===== src/rtl/ahb_pkg.sv =====
// Shared AHB-lite definitions: transfer types, size encoding, beat addresses, initiator states.
package ahb_pkg;

    typedef enum logic [1:0] {
        HTRANS_IDLE   = 2'b00,
        HTRANS_BUSY   = 2'b01,
        HTRANS_NONSEQ = 2'b10,
        HTRANS_SEQ    = 2'b11
    } htrans_t;

    localparam logic [2:0] HSIZE_BYTE = 3'b000;

    localparam logic [1:0] ADDR_PAYLOAD_0 = 2'd0;
    localparam logic [1:0] ADDR_PAYLOAD_1 = 2'd1;
    localparam logic [1:0] ADDR_DATA_SIZE = 2'd2;

    typedef enum logic [1:0] {
        ST_IDLE,
        ST_XFER,
        ST_LAST_DATA,
        ST_ERR
    } state_t;

endpackage


===== src/rtl/ahb_write_initiator_if.sv =====
// AHB-lite bus between the write initiator (master) and a responder (slave).
interface ahb_write_initiator_if
    import ahb_pkg::*;
#(
    parameter int ADDR_W = 2
);
    logic              hsel;
    logic [ADDR_W-1:0] haddr;
    logic              hwrite;
    htrans_t           htrans;
    logic [2:0]        hsize;
    logic [7:0]        hwdata;
    logic              hready;
    logic              hresp;

    modport master (
        output hsel, haddr, hwrite, htrans, hsize, hwdata,
        input  hready, hresp
    );

    modport slave (
        input  hsel, haddr, hwrite, htrans, hsize, hwdata,
        output hready, hresp
    );
endinterface


===== src/rtl/ahb_write_initiator.sv =====
// Issues one 3-beat byte write burst per accepted start; beat-0 address one cycle after start.
// hready low stalls every output in place; a two-cycle ERROR aborts the burst.
module ahb_write_initiator
    import ahb_pkg::*;
#(
    parameter int ADDR_W = 2
) (
    input  logic       pclk,
    input  logic       preset_n,
    input  logic       start,
    input  logic [7:0] payload_0_in,
    input  logic [7:0] payload_1_in,
    input  logic [4:0] data_size_in,
    output logic       busy,
    output logic       done,
    output logic       error,
    ahb_write_initiator_if.master bus
);

    state_t            state_q, state_d;
    logic [1:0]        beat_q, beat_d;
    logic [7:0]        d0_q, d0_d, d1_q, d1_d, d2_q, d2_d;
    logic              hsel_q, hsel_d;
    logic [ADDR_W-1:0] haddr_q, haddr_d;
    logic              hwrite_q, hwrite_d;
    htrans_t           htrans_q, htrans_d;
    logic [7:0]        hwdata_q, hwdata_d;
    logic              busy_q, busy_d;
    logic              done_q, done_d;
    logic              error_q, error_d;
    logic              data_phase;
    logic              to_idle;

    function automatic logic [7:0] beat_data(input logic [1:0] b, input logic [7:0] a0,
                                              input logic [7:0] a1, input logic [7:0] a2);
        logic [7:0] r;
        r = a2;
        if (b == ADDR_PAYLOAD_0) r = a0;
        else if (b == ADDR_PAYLOAD_1) r = a1;
        return r;
    endfunction

    always_comb begin
        state_d  = state_q;
        beat_d   = beat_q;
        d0_d     = d0_q;
        d1_d     = d1_q;
        d2_d     = d2_q;
        hsel_d   = hsel_q;
        haddr_d  = haddr_q;
        hwrite_d = hwrite_q;
        htrans_d = htrans_q;
        hwdata_d = hwdata_q;
        busy_d   = busy_q;
        done_d   = 1'b0;
        error_d  = 1'b0;
        to_idle  = 1'b0;
        // Beat 0's address phase has no data phase behind it, so hresp means nothing there.
        data_phase = (state_q == ST_LAST_DATA) ||
                     ((state_q == ST_XFER) && (beat_q != ADDR_PAYLOAD_0));

        unique case (state_q)
            ST_IDLE: begin
                if (start) begin
                    state_d  = ST_XFER;
                    beat_d   = ADDR_PAYLOAD_0;
                    d0_d     = payload_0_in;
                    d1_d     = payload_1_in;
                    d2_d     = {3'b000, data_size_in};
                    hsel_d   = 1'b1;
                    haddr_d  = ADDR_W'(ADDR_PAYLOAD_0);
                    hwrite_d = 1'b1;
                    htrans_d = HTRANS_NONSEQ;
                    busy_d   = 1'b1;
                end
            end
            ST_XFER: begin
                if (bus.hready && bus.hresp && data_phase) begin
                    to_idle = 1'b1;
                    error_d = 1'b1;
                end else if (bus.hready) begin
                    hwdata_d = beat_data(beat_q, d0_q, d1_q, d2_q);
                    if (beat_q == ADDR_DATA_SIZE) begin
                        state_d  = ST_LAST_DATA;
                        htrans_d = HTRANS_IDLE;
                    end else begin
                        beat_d   = beat_q + 2'd1;
                        haddr_d  = ADDR_W'(beat_q + 2'd1);
                        htrans_d = HTRANS_SEQ;
                    end
                end else if (bus.hresp && data_phase) begin
                    state_d  = ST_ERR;
                    htrans_d = HTRANS_IDLE;
                end
            end
            ST_LAST_DATA: begin
                if (bus.hready) begin
                    to_idle = 1'b1;
                    done_d  = !bus.hresp;
                    error_d = bus.hresp;
                end else if (bus.hresp) begin
                    state_d  = ST_ERR;
                    htrans_d = HTRANS_IDLE;
                end
            end
            ST_ERR: begin
                if (bus.hready) begin
                    to_idle = 1'b1;
                    error_d = 1'b1;
                end
            end
            default: to_idle = 1'b1;
        endcase

        if (to_idle) begin
            state_d  = ST_IDLE;
            hsel_d   = 1'b0;
            haddr_d  = '0;
            hwrite_d = 1'b0;
            htrans_d = HTRANS_IDLE;
            hwdata_d = 8'h00;
            busy_d   = 1'b0;
        end
    end

    always_ff @(posedge pclk or negedge preset_n) begin
        if (!preset_n) begin
            state_q  <= ST_IDLE;
            beat_q   <= ADDR_PAYLOAD_0;
            d0_q     <= 8'h00;
            d1_q     <= 8'h00;
            d2_q     <= 8'h00;
            hsel_q   <= 1'b0;
            haddr_q  <= '0;
            hwrite_q <= 1'b0;
            htrans_q <= HTRANS_IDLE;
            hwdata_q <= 8'h00;
            busy_q   <= 1'b0;
            done_q   <= 1'b0;
            error_q  <= 1'b0;
        end else begin
            state_q  <= state_d;
            beat_q   <= beat_d;
            d0_q     <= d0_d;
            d1_q     <= d1_d;
            d2_q     <= d2_d;
            hsel_q   <= hsel_d;
            haddr_q  <= haddr_d;
            hwrite_q <= hwrite_d;
            htrans_q <= htrans_d;
            hwdata_q <= hwdata_d;
            busy_q   <= busy_d;
            done_q   <= done_d;
            error_q  <= error_d;
        end
    end

    assign bus.hsel   = hsel_q;
    assign bus.haddr  = haddr_q;
    assign bus.hwrite = hwrite_q;
    assign bus.htrans = htrans_q;
    assign bus.hsize  = HSIZE_BYTE;
    assign bus.hwdata = hwdata_q;
    assign busy       = busy_q;
    assign done       = done_q;
    assign error      = error_q;

endmodule


===== src/flat_wrapper.sv =====
// flat-port wrapper written by rule: the top's interface ports become plain ports
module ahb_write_initiator_flat import ahb_pkg::*;
#(
    parameter int ADDR_W = 2
)
  (pclk, preset_n, start, payload_0_in, payload_1_in, data_size_in, busy, done, error, bus_hsel, bus_haddr, bus_hwrite, bus_htrans, bus_hsize, bus_hwdata, bus_hready, bus_hresp);
  ahb_write_initiator_if #(.ADDR_W(ADDR_W)) bus_i ();
  input  logic pclk;
  input  logic preset_n;
  input  logic start;
  input  logic [7:0] payload_0_in;
  input  logic [7:0] payload_1_in;
  input  logic [4:0] data_size_in;
  output logic busy;
  output logic done;
  output logic error;
  output wire logic [$bits(bus_i.hsel)-1:0] bus_hsel;
  output wire logic [$bits(bus_i.haddr)-1:0] bus_haddr;
  output wire logic [$bits(bus_i.hwrite)-1:0] bus_hwrite;
  output wire logic [$bits(bus_i.htrans)-1:0] bus_htrans;
  output wire logic [$bits(bus_i.hsize)-1:0] bus_hsize;
  output wire logic [$bits(bus_i.hwdata)-1:0] bus_hwdata;
  input wire logic [$bits(bus_i.hready)-1:0] bus_hready;
  input wire logic [$bits(bus_i.hresp)-1:0] bus_hresp;
  assign bus_hsel = bus_i.hsel;
  assign bus_haddr = bus_i.haddr;
  assign bus_hwrite = bus_i.hwrite;
  assign bus_htrans = bus_i.htrans;
  assign bus_hsize = bus_i.hsize;
  assign bus_hwdata = bus_i.hwdata;
  assign bus_i.hready = bus_hready;
  assign bus_i.hresp = bus_hresp;
  ahb_write_initiator #(.ADDR_W(ADDR_W)) u_core (.pclk(pclk), .preset_n(preset_n), .start(start), .payload_0_in(payload_0_in), .payload_1_in(payload_1_in), .data_size_in(data_size_in), .busy(busy), .done(done), .error(error), .bus(bus_i));
endmodule

===== config.mk =====
export PLATFORM = sky130hd
export DESIGN_NAME = ahb_write_initiator_flat
export DESIGN_NICKNAME = d
export VERILOG_FILES = /design/src/rtl/ahb_pkg.sv /design/src/rtl/ahb_write_initiator_if.sv /design/src/rtl/ahb_write_initiator.sv /design/src/flat_wrapper.sv
export SDC_FILE = /design/constraint.sdc
export NUM_CORES = 1
export LEC_CHECK = 0
export BUFFER_PORTS_ARGS = -buffer_cell sky130_fd_sc_hd__clkbuf_2
export CAP_MARGIN = 20
export CELL_PAD_IN_SITES_DETAIL_PLACEMENT = 1
export CELL_PAD_IN_SITES_GLOBAL_PLACEMENT = 2
export CORE_UTILIZATION = 37
export CTS_CLUSTER_DIAMETER = 40
export DETAILED_ROUTE_END_ITERATION = 7
export PLACE_DENSITY_LB_ADDON = 0.1
export RECOVER_POWER = 100
export SETUP_SLACK_MARGIN = 0.5
export SLEW_MARGIN = 20
export SYNTH_ARGS = -nofsm -noshare
export SYNTH_HDL_FRONTEND = slang
export SYNTH_SLANG_ARGS = --single-unit

===== constraint.sdc =====
create_clock -name pclk -period 3.5 [get_ports pclk]
set_input_delay 0.175 -clock pclk [delete_from_list [all_inputs] [get_ports pclk]]
set_output_delay 0.175 -clock pclk [all_outputs]
set_load 0.1 [all_outputs]

==> summary.md, run 1 <==
| Metric | Value |
|---|---|
| Post-placement cell count | `about 280` |
| Average wire per standard cell | `between 15 and 20 um` |
| Number of buffer cells added on primary ports | `between 40 and 50` |
| Worst flop-to-flop path startpoint | `u_core.state_q[1]$_DFFE_PN0P_` |
| Fin area | `around 2300 sq um` |
| Cell at the slowest stage of the critical path | `sky130_fd_sc_hd__clkbuf_1` |
| Pre-Repair DR Iteration Count | `4` |
| Total overflow reported by the global router | `0` |
| FF+latch count, synth | `40` |
| Reg-to-reg slack, setup | `approximately 0.93 ns` |
| Via-to-Cell Ratio | `between 4 and 5` |
| Root buffer cell | `sky130_fd_sc_hd__clkbuf_8` |
| Synth unique cells | `37` |
| Worst Path Arrival | `2.73 ns` |
| Relative max-transition margin | `-41.0%` |
| Endpoint kind of the worst setup timing path | `flip-flop` |
| Failing checks | `max-capacitance violations, max-slew violations` |
| Bufs and invs on worst path | `2` |
| Initial DRC Count | `between 40 and 50` |
| Critical path, cell by cell | `inv_1, ha_1, nand2_1, clkbuf_1, mux2_2` |
| Post-CTS Hold Fix Bufs | `0` |
| Wire length of the first global-routing pass | `7.63 mm` |
| Global-route track usage on met1 | `between 20% and 30%` |
| Total number of vias | `roughly 1,400` |
| Standard cell core area | `roughly 5200 sq um` |
| Reg2Reg Depth | `5` |
| Crit-path leading delay family | `buffers and inverters` |
| Fraction of post-synthesis cell area in the top cell type by area | `between 40% and 50%` |
| Critical-path maximum fanout | `22` |
| Antenna diode count | `0` |
| Floorplan row count | `26` |
| Highest cell delay on the worst timing path | `about 0.91 ns` |
| RSZ-0062 raised after global routing | `false` |
| Startpoint of the tightest hold check path | `data_size_in[2]` |
| Area growth, synth to finish | `12.3%` |
| Max Slew Vio Count | `41` |
| Pin count of the biggest net entering global routing | `41` |
| Fin cells | `286` |
| Average size of a mapped cell | `11.3 sq um` |
| Setup violation total in the final timing report | `0` |
| Insertion delay to the later sink of the worst-skew pair | `between 0.2 and 0.3 ns` |
| Initial standard-cell utilization of the core | `39.0%` |
| Leading post-synthesis cells by cell area | `sky130_fd_sc_hd__dfrtp_1 49%, sky130_fd_sc_hd__mux2_2 12%, sky130_fd_sc_hd__ha_1 4.3%` |
| Floorplan die width | `76.1 um` |
| Setup Fix Bufs, Post-CTS | `0` |
| Most common cell in the synthesized netlist | `sky130_fd_sc_hd__dfrtp_1` |
| Met3 track demand over resource in global routing | `about 3.8%` |
| Upper clock frequency limit | `between 300 and 400 MHz` |
| Status | `finished, violations left` |
| Crit path required time | `roughly 3.7 ns` |
| Number of flops mapped to enable cells by yosys | `0` |
| Netlist area before placement | `roughly 2000 sq um` |
| Portion of the post-synthesis area used by sequential elements | `approximately 49%` |
| Type of the most critical hold path | `in2reg` |
| TritonCTS clock tree | `done` |
| Final GP Congestion | `a little over 0.8` |
| Fraction of layout instances using a drive strength above 1 | `about a quarter` |
| Count of nets after finishing | `roughly 250` |
| Busiest layer in global routing | `met2` |
| Total count of hold-check failures in the final report | `0` |
| Detail Placement HPWL | `approximately 3.3 mm` |
| Worst setup skew after layout | `around 0.0044 ns` |
| Sort of element at the start of the critical path | `flip-flop` |
| Met2 usage | `about a quarter` |
| Post-Route WL | `approximately 4.4 mm` |
| Library cell occupying the most area in the post-synthesis netlist | `sky130_fd_sc_hd__dfrtp_1` |
| Gate count of the mapped netlist | `179` |
| Class of the most critical setup path | `reg2reg` |
| Max Buffers Root-to-Sink | `2` |
| TritonCTS sink count | `40` |
| Transition at the pin with the smallest max-transition slack | `between 2 and 2.5 ns` |
| Post_cts resized | `0` |
| Part of the cycle the worst path needs | `around three quarters` |
| Total number of H-tree levels | `2` |
| Number of antenna violations at the first check in global routing | `0` |
| DP Area | `approximately 2200 sq um` |
| Vias in the first global route | `between 1,500 and 2,000` |
| Reported max-cap violation count | `1` |
| Prevailing post-synth register cell | `sky130_fd_sc_hd__dfrtp_1` |
| Setup TNS Final | `0 ns` |
| End of the worst register-to-register path | `u_core.d0_q[7]$_DFFE_PN0P_` |
| All-layer global routing usage | `roughly 17%` |
| CTS clock-pin slew for the worst setup and hold paths | `roughly 0.070 ns` |
| Overall die height | `~76 um` |
| Most used standard cells in the synthesized netlist | `40 x sky130_fd_sc_hd__dfrtp_1, 21 x sky130_fd_sc_hd__mux2_2, 14 x sky130_fd_sc_hd__nand2_1` |
| Top-Level Pins | `46` |
| Ys Warns | `0` |
| Share of synthesized flip-flops with an asynchronous set or reset | `100%` |
| Post-layout min period | `around 2.6 ns` |
| Cell depth of the worst hold path | `2` |
| DRT antenna net count | `0` |
| Die outline area | `5790 sq um` |
| Count of unresolved DRC violations after routing | `0` |
| End of the worst hold path | `u_core.d2_q[2]$_DFFE_PN0P_` |
| Cts bufs inserted | `5` |
[worst register-to-register path: stages (launching register included)]
cell                       delay, ns
sky130_fd_sc_hd__dfrtp_1        0.48
sky130_fd_sc_hd__inv_1          0.14
sky130_fd_sc_hd__ha_1           0.32
sky130_fd_sc_hd__nand2_1        0.15
sky130_fd_sc_hd__clkbuf_1       0.91
sky130_fd_sc_hd__mux2_2         0.44
[registers in the layout, summed over array words and instances, names as in the netlist]
signal,cells
u_core.bus.hwdata,8
u_core.d0_q,8
u_core.d1_q,8
u_core.d2_q,5
u_core.beat_q,2
u_core.bus.haddr,2
u_core.bus.htrans,2
u_core.state_q,2
u_core.bus.hwrite,1
u_core.done,1
u_core.error,1
[layer usage]
layer  vias to the layer above  share of wire [%]  wire [um]
li1                        697                  -          -
met1                       682                 50       2170
met2                        32                 45       1960
met3                         5                4.0        176
met4                         0               0.87         38
met5                         -                  0          0
[logic make-up (layout without fill, tap and decap cells)]
group,count (synthesis),after routing,share of synthesized area [%]
compound gates,46,46,16.2
fa+ha+maj,7,7,4.32
buf+inv,24,59,6.60
flops,40,40,49.3
mux,27,27,14.6
other cells,1,3,0.185
simple gates,34,34,8.75
[worst max-delay path by stage]
stage,cells past startpoint,endpoint,slack (ns),startpoint
3_5_place_dp,7,u_core.bus.htrans[1]$_DFFE_PN0P_,1.15,u_core.beat_q[0]$_DFFE_PN0P_
2_1_floorplan,7,u_core.state_q[0]$_DFFE_PN0P_,1.66,u_core.state_q[1]$_DFFE_PN0P_
3_3_place_gp,7,u_core.bus.htrans[1]$_DFFE_PN0P_,1.28,u_core.beat_q[0]$_DFFE_PN0P_
4_1_cts,7,u_core.bus.htrans[1]$_DFFE_PN0P_,1.13,u_core.beat_q[0]$_DFFE_PN0P_
5_1_grt,7,u_core.bus.htrans[0]$_DFFE_PN0P_,0.65,u_core.beat_q[0]$_DFFE_PN0P_
6_report,5,u_core.d0_q[7]$_DFFE_PN0P_,0.93,u_core.state_q[1]$_DFFE_PN0P_
[layout make-up]
type	instances	area (sq um)
Clock buffer	8	90.1
Fill cell	602	2930
Inverter	8	30.0
Multi-Input combinational cell	117	878
Sequential cell	40	1000
Tap cell	70	87.6
Timing Repair Buffer	43	191
[cells in the final DEF, fill, tap and decap left out, drive strengths merged]
master  count
o31ai      10
a21boi      1
nand2b      2
and3        1
a311oi      1
nor4b       1
mux2       21
inv         8
a21oi      13
o21a        1
conb        3
a211oi      1
clkbuf     51
ha          7
a21o        1
dfrtp      40
o21ai       7
o211ai      2
nor2b       4
nand2      14
nor2        8
nor3b       3
o221a       1
mux2i       6
a22oi       3
nand3b      1
a22o        4
o221ai      1
[metrics by stage]
| step | worst slack, ns | hold slack (ns) | util, % |
|---|---|---|---|
| 6_report | 0.927 | 0.122 | 43.8 |
| 2_1_floorplan | 1.66 | -0.121 | - |
| 3_5_place_dp | 1.15 | 0.390 | 43.0 |
| 4_1_cts | 1.13 | 0.0857 | 44.7 |
| 3_3_place_gp | 1.28 | 0.385 | 43.0 |
| 5_1_grt | 0.650 | 0.119 | 43.8 |
Power of run 1 is not shown: default switching activity piles up to over one toggle a cycle in this logic, so the estimate is an artifact.
==> run 2, diff against run 1 <==
--- a/config.mk
+++ b/config.mk
@@ -5,11 +5,12 @@
 export SDC_FILE = /design/constraint.sdc
 export NUM_CORES = 1
 export LEC_CHECK = 0
+export ABC_AREA = 1
 export BUFFER_PORTS_ARGS = -buffer_cell sky130_fd_sc_hd__clkbuf_2
 export CAP_MARGIN = 20
 export CELL_PAD_IN_SITES_DETAIL_PLACEMENT = 1
 export CELL_PAD_IN_SITES_GLOBAL_PLACEMENT = 2
-export CORE_UTILIZATION = 37
+export CORE_UTILIZATION = 33
 export CTS_CLUSTER_DIAMETER = 40
 export DETAILED_ROUTE_END_ITERATION = 7
 export PLACE_DENSITY_LB_ADDON = 0.1
==> constraint.sdc (replaced) <==
create_clock -name pclk -period 2.5 [get_ports pclk]
set_input_delay 0.125 -clock pclk [delete_from_list [all_inputs] [get_ports pclk]]
set_output_delay 0.125 -clock pclk [all_outputs]
set_load 0.1 [all_outputs]
==> summary.md, run 2 <==
| Metric | Value |
|---|---|
| Status | `finished, violations left` |
| Failing checks | `max-capacitance violations, max-slew violations` |
| Sort of element at the start of the critical path | `flip-flop` |
| Pin count of the biggest net entering global routing | `41` |
| Fillcell total | `741` |
| Upper clock frequency limit | `a little under 500 MHz` |
| Worst flop-to-flop path startpoint | `u_core.state_q[1]$_DFFE_PN0P_` |
| Detail Placement HPWL | `approximately 3.4 mm` |
| Fraction of post-synthesis cell area in the top cell type by area | `between 40% and 50%` |
| Gate count of the mapped netlist | `between 200 and 250` |
| Worst Path Arrival | `about 2.2 ns` |
| Post-CTS Hold Fix Bufs | `0` |
| Via-to-Cell Ratio | `~4.7` |
| Final GP Congestion | `a little under 0.8` |
| Number of buffer cells added on primary ports | `42` |
| TritonCTS sink count | `40` |
| Most common cell in the synthesized netlist | `sky130_fd_sc_hd__nand2_1` |
| Max Slew Vio Count | `between 40 and 50` |
| Share of synthesized area spent on multiplexers | `between 10% and 20%` |
| End of the worst register-to-register path | `u_core.state_q[0]$_DFFE_PN0P_` |
| Endpoint kind of the worst setup timing path | `flip-flop` |
| Floorplan row count | `28` |
| Cts bufs inserted | `5` |
| Largest family of logic cells by synthesized area | `simple AND/OR/NAND/NOR gates` |
| Launch point of the critical path | `u_core.state_q[1]$_DFFE_PN0P_` |
| RSZ-0062 raised after global routing | `false` |
| Reg2Reg Depth | `13` |
| Setup Fix Bufs, Post-CTS | `0` |
| Antenna diode count | `0` |
| All-layer global routing usage | `between 15 and 20%` |
| FF+latch count, synth | `40` |
| Max Buffers Root-to-Sink | `2` |
| Adder and majority gate portion of the synthesized area | `4.25%` |
| Setup TNS Final | `0 ns` |
| Transition at the pin with the smallest max-transition slack | `approximately 2.2 ns` |
| Worst setup skew after layout | `around 0.0053 ns` |
| Prevailing post-synth register cell | `sky130_fd_sc_hd__dfrtp_1` |
| Total number of vias | `around 1,500` |
| Count of nets after finishing | `around 290` |
| CTS clock-pin slew for the worst setup and hold paths | `roughly 0.08 ns` |
| Post-Route WL | `roughly 4.6 mm` |
| Total number of H-tree levels | `2` |
| Reported max-cap violation count | `1` |
| Reg-to-reg slack, setup | `between 0.4 and 0.5 ns` |
| Area growth, synth to finish | `14.8%` |
| Most frequent cells in the layout | `48 x sky130_fd_sc_hd__nand2_1, 40 x sky130_fd_sc_hd__dfrtp_1, 25 x sky130_fd_sc_hd__clkbuf_2, 19 x sky130_fd_sc_hd__mux2_2` |
| Most used standard cells in the synthesized netlist | `45 x sky130_fd_sc_hd__nand2_1, 40 x sky130_fd_sc_hd__dfrtp_1, 19 x sky130_fd_sc_hd__mux2_2` |
| Wire length of the first global-routing pass | `7.78 mm` |
| Number of antenna violations at the first check in global routing | `0` |
| Critical-path maximum fanout | `16` |
| Critical path destination | `u_core.state_q[0]$_DFFE_PN0P_` |
| Share of synthesized flip-flops with an asynchronous set or reset | `100%` |
| Library cell occupying the most area in the post-synthesis netlist | `sky130_fd_sc_hd__dfrtp_1` |
| Ys Warns | `0` |
| Initial DRC Count | `59` |
| Startpoint of the tightest hold check path | `bus_hresp` |
| Standard cell core area | `~6000 sq um` |
| Insertion delay to the later sink of the worst-skew pair | `roughly 0.29 ns` |
| Floorplan die width | `~80 um` |
| Portion of the post-synthesis area used by sequential elements | `48.6%` |
| DRT antenna net count | `0` |
| Average size of a mapped cell | `9.72 sq um` |
| Setup violation total in the final timing report | `0` |
| Relative max-transition margin | `-46.9%` |
| Type of the most critical hold path | `in2reg` |
| Crit path required time | `2.69 ns` |
| Root buffer cell | `sky130_fd_sc_hd__clkbuf_8` |
| Total overflow reported by the global router | `0` |
| Share of the synthesized netlist area taken by xor and xnor gates | `0%` |
| Simple-gate area share of the yosys netlist | `about a fifth` |
| Most frequent standard cell in the layout excluding fill and tap cells | `sky130_fd_sc_hd__nand2_1` |
| Synth unique cells | `30` |
| Top-Level Pins | `46` |
| Part of the cycle the worst path needs | `between 80% and 90%` |
| Netlist area before placement | `between 2000 and 2500 sq um` |
| TritonCTS clock tree | `done` |
| Count of unresolved DRC violations after routing | `0` |
| Average wire per standard cell | `around 14 um` |
| Total count of hold-check failures in the final report | `0` |
| Post-layout min period | `2.05 ns` |
| Number of flops mapped to enable cells by yosys | `0` |
| Post_cts resized | `0` |
| Die outline area | `approximately 6600 sq um` |
| Leading post-synthesis cells by cell area | `sky130_fd_sc_hd__dfrtp_1 49%, sky130_fd_sc_hd__mux2_2 10%, sky130_fd_sc_hd__nand2_1 8.2%` |
| Pre-Repair DR Iteration Count | `4` |
| Synthesized-area fraction occupied by ao, oa, aoi and oai cells | `slightly below 9%` |
| Final core utilization | `between 30% and 40%` |
| Initial standard-cell utilization of the core | `~35%` |
| Vias in the first global route | `~1,600` |
| Overall die height | `between 80 and 90 um` |
| Class of the most critical setup path | `reg2reg` |
| Fraction of layout instances using a drive strength above 1 | `roughly 27%` |
==> run 2: area by class of cell <==
class | instances | area [sq um] | share of cell area [%]
Timing Repair Buffer | 44 | 200 | 8.46
Inverter | 18 | 71.3 | 3.01
Clock buffer | 5 | 68.8 | 2.91
Multi-Input combinational cell | 144 | 888 | 37.5
Sequential cell | 40 | 1000 | 42.3
Clock inverter | 3 | 42.5 | 1.80
Tap cell | 75 | 93.8 | 3.97
==> run 2: per-layer routing <==
metal	up-vias	routed length, um	GRT usage (%)
met5	-	0	0
li1	765	-	-
met1	738	2170	20.4
met2	30	2160	25.7
met3	8	195	3.60
met4	0	87	6.61
==> run 2: how the worst min path moves through the flow <==
stage | end | slack [ns] | cells after the start
final | u_core.done$_DFF_PN0_ | 0.05 | 2
after CTS | u_core.d0_q[1]$_DFFE_PN0P_ | 0.04 | 1
after detailed placement | u_core.d2_q[1]$_DFFE_PN0P_ | 0.36 | 1
after global routing | u_core.d1_q[6]$_DFFE_PN0P_ | 0.05 | 2
after global placement | u_core.done$_DFF_PN0_ | 0.35 | 2
after floorplan | u_core.beat_q[0]$_DFFE_PN0P_ | -0.17 | 0
==> run 2: worst max-delay path, stage by stage (launching register included) <==
cell and delay [ns]:
sky130_fd_sc_hd__dfrtp_1 0.46, sky130_fd_sc_hd__inv_1 0.14, sky130_fd_sc_hd__ha_2 0.27, sky130_fd_sc_hd__nand2_1 0.07, sky130_fd_sc_hd__nand2_1 0.10, sky130_fd_sc_hd__nand2_1 0.11, sky130_fd_sc_hd__nand2_1 0.23, sky130_fd_sc_hd__nand2_8 0.15
sky130_fd_sc_hd__nand2_1 0.14, sky130_fd_sc_hd__nand2_2 0.06, sky130_fd_sc_hd__clkinv_2 0.06, sky130_fd_sc_hd__nand2_2 0.05, sky130_fd_sc_hd__nand2_1 0.06, sky130_fd_sc_hd__nand2_1 0.05
==> run 2: logic make-up (layout without fill, tap and decap cells) <==
group                    count (synthesis)  after routing
buffers and inverters                   30             70
other                                    1              3
adder cells (fa/ha/maj)                  7              7
AO/OA/AOI/OAI                           30             30
AND/OR/NAND/NOR                         85             85
flip-flops                              40             40
multiplexers                            19             19
==> run 2: stage by stage <==
| stage | area (sq um) | std cells | hold WS, ns | setup slack [ns] |
|---|---|---|---|---|
| floorplan | 2070 | 214 | -0.171 | 0.882 |
| CTS | 2420 | 329 | 0.0385 | 0.582 |
| global route | 2370 | 329 | 0.0487 | 0.262 |
| detailed placement | 2310 | 321 | 0.360 | 0.586 |
| finish | 2370 | 329 | 0.0474 | 0.447 |
| global placement | 2310 | 321 | 0.353 | 0.611 |
Power of run 2 is left out for the same reason.
==> run 3, diff against run 2 <==
--- a/config.mk
+++ b/config.mk
@@ -10,7 +10,7 @@
 export CAP_MARGIN = 20
 export CELL_PAD_IN_SITES_DETAIL_PLACEMENT = 1
 export CELL_PAD_IN_SITES_GLOBAL_PLACEMENT = 2
-export CORE_UTILIZATION = 33
+export CORE_UTILIZATION = 30
 export CTS_CLUSTER_DIAMETER = 40
 export DETAILED_ROUTE_END_ITERATION = 7
 export PLACE_DENSITY_LB_ADDON = 0.1
==> constraint.sdc (replaced) <==
create_clock -name pclk -period 1.7 [get_ports pclk]
set_input_delay 0.085 -clock pclk [delete_from_list [all_inputs] [get_ports pclk]]
set_output_delay 0.085 -clock pclk [all_outputs]
set_load 0.1 [all_outputs]
==> summary.md, run 3 (synthesized netlist as in run 2, its figures left out) <==
| Metric | Value |
|---|---|
| Upper clock frequency limit | `618 MHz` |
| Total number of vias | `roughly 1,700` |
| CTS clock-pin slew for the worst setup and hold paths | `0.08 ns` |
| Vias in the first global route | `about 1,800` |
| Area growth, synth to finish | `43.7%` |
| Endpoint kind of the worst setup timing path | `flip-flop` |
| Setup violation total in the final timing report | `0` |
| Post-Route WL | `5.46 mm` |
| Worst hold margin | `0.0115 ns` |
| Crit path required time | `about 1.9 ns` |
| Detail Placement HPWL | `about 3.6 mm` |
| Critical-path maximum fanout | `4` |
| Cts bufs inserted | `5` |
| Final GP Congestion | `0.744` |
| Fillcell total | `about 750` |
| DRT antenna net count | `0` |
| Insertion delay to the later sink of the worst-skew pair | `around 0.3 ns` |
| Sort of element at the start of the critical path | `flip-flop` |
| Number of buffer cells added on primary ports | `42` |
| Post-layout min period | `~1.6 ns` |
| Worst Path Arrival | `1.80 ns` |
| Via-to-Cell Ratio | `4.72` |
| Multi-input gate area | `approximately 1100 sq um` |
| Initial standard-cell utilization of the core | `roughly a third` |
| Wire length on met2 | `approximately 2.7 mm` |
| Total count of hold-check failures in the final report | `0` |
| Max Slew Vio Count | `0` |
| Part of the cycle the worst path needs | `a little over nine tenths` |
| Max Buffers Root-to-Sink | `2` |
| Cell depth of the worst hold path | `2` |
| Fraction of layout instances using a drive strength above 1 | `around half` |
| Storage cell area | `~1000 sq um` |
| TritonCTS clock tree | `done` |
| Failing checks | `design-rule violations` |
| Pre-Repair DR Iteration Count | `7` |
| Type of the most critical hold path | `in2reg` |
| Average wire per standard cell | `between 10 and 15 um` |
| Number of antenna violations at the first check in global routing | `0` |
| Floorplan die width | `84.9 um` |
| Standard cell core area | `between 6000 and 7000 sq um` |
| Worst-case setup slack after placement | `approximately 0.033 ns` |
| Die outline area | `a little over 7000 sq um` |
| Most frequent standard cell in the layout excluding fill and tap cells | `sky130_fd_sc_hd__clkbuf_2` |
| Post-placement cell count | `approximately 330` |
| Worst setup skew after layout | `0.0102 ns` |
| Overall die height | `84.9 um` |
| Setup slack after layout | `0.0828 ns` |
| Fin cells | `roughly 370` |
| Count of nets after finishing | `324` |
| Wire length of the first global-routing pass | `8.76 mm` |
| Antenna diode count | `0` |
| Count of unresolved DRC violations after routing | `6` |
| Total met3 wirelength after detailed routing | `175 um` |
| Top-Level Pins | `46` |
| Transition at the pin with the smallest max-transition slack | `about 1.2 ns` |
| All-layer global routing usage | `between 15 and 20%` |
| RSZ-0062 raised after global routing | `true` |
| Most frequent cells in the layout | `42 x sky130_fd_sc_hd__clkbuf_2, 39 x sky130_fd_sc_hd__nand2_1, 37 x sky130_fd_sc_hd__dfrtp_1, 26 x sky130_fd_sc_hd__buf_4, 19 x sky130_fd_sc_hd__mux2_2` |
| Pin count of the biggest net entering global routing | `20` |
| Metal-1 WL | `between 2 and 2.5 mm` |
| Floorplan row count | `29` |
| Uppermost layer routed | `met4` |
| Class of the most critical setup path | `reg2reg` |
| Total number of H-tree levels | `2` |
| Root buffer cell | `sky130_fd_sc_hd__clkbuf_8` |
| Total overflow reported by the global router | `0` |
| Relative max-transition margin | `between 20% and 30%` |
| Reg2Reg Depth | `10` |
| TritonCTS sink count | `40` |
| Reported max-cap violation count | `0` |
| Initial DRC Count | `between 40 and 50` |
| Status | `finished, violations left` |
==> run 3: cell types whose count changed in the layout (fill, tap and decap cells not counted), moves of 4 or more <==
cell                       previous run  this run
sky130_fd_sc_hd__buf_4                1        26
sky130_fd_sc_hd__clkbuf_2            25        42
sky130_fd_sc_hd__clkbuf_1            18         2
sky130_fd_sc_hd__nand2_1             48        39
sky130_fd_sc_hd__o21ai_0             13         4
sky130_fd_sc_hd__o21ai_1              2        11
sky130_fd_sc_hd__inv_1               14         9
sky130_fd_sc_hd__nand2_4              0         5
sky130_fd_sc_hd__buf_6                0         4
sky130_fd_sc_hd__ha_1                 6         2
sky130_fd_sc_hd__ha_4                 0         4
sky130_fd_sc_hd__inv_4                1         5
==> run 3: path summary, 6_finish.rpt <==
| path | start | endpoint | slack [ns] |
|---|---|---|---|
| worst max-delay path | u_core.state_q[1]$_DFFE_PN0P_ | u_core.state_q[1]$_DFFE_PN0P_ | 0.08 |
| worst min-delay path | bus_hresp | u_core.done$_DFF_PN0_ | 0.01 |
| worst max register to register | u_core.state_q[1]$_DFFE_PN0P_ | u_core.state_q[1]$_DFFE_PN0P_ | 0.08 |
| min in group asynchronous | preset_n | u_core.d0_q[5]$_DFFE_PN0P_ | 0.53 |
| worst min register to register | u_core.bus.hwdata[5]$_DFFE_PN0P_ | u_core.bus.hwdata[5]$_DFFE_PN0P_ | 0.48 |
| max in group asynchronous | preset_n | u_core.d1_q[2]$_DFFE_PN0P_ | 0.25 |
==> run 3: layout make-up <==
type / instances / share of cell area [%]
Tap cell: 77 / 3.25
Clock inverter: 2 / 1.18
Sequential cell: 40 / 33.9
Clock buffer: 6 / 2.45
Timing Repair Buffer: 81 / 20.4
Multi-Input combinational cell: 145 / 36.1
Inverter: 18 / 2.70
==> run 3: what timing repair did <==
action                                 4_1_cts  5_1_grt
endpoints found under the hold margin       17        0
pin swaps                                    4       11
hold buffers                                 1        0
resized for setup                           25       29
setup endpoints to repair                   53       42
gates cloned                                 4        1
setup buffers                               10       11
==> run 3: critical path, cell delays in order, from the launching register on <==
cell                      delay [ns]
sky130_fd_sc_hd__dfrtp_2        0.45
sky130_fd_sc_hd__inv_4          0.05
sky130_fd_sc_hd__buf_4          0.14
sky130_fd_sc_hd__ha_4           0.19
sky130_fd_sc_hd__inv_4          0.05
sky130_fd_sc_hd__or2_4          0.11
sky130_fd_sc_hd__nand3_2        0.11
sky130_fd_sc_hd__o21ai_4        0.23
sky130_fd_sc_hd__nand2_4        0.07
sky130_fd_sc_hd__nand2_2        0.06
sky130_fd_sc_hd__nand2_1        0.04
==> run 3: metal layers <==
layer  track usage, %  up-vias
met3             3.11        6
met1             20.6      849
met5                0        -
li1                 -      854
met2             26.8       34
met4             6.01        0
==> run 3: stage by stage <==
stage,setup TNS [ns],area [sq um],utilization [%]
after floorplan,0,2120,-
after global placement,0,2450,37.7
after detailed placement,0,2450,37.7
after CTS,0,2800,43.2
after global routing,-0.0204,2960,45.6
final,0,2960,45.6
Power of run 3 is left out for the same reason.
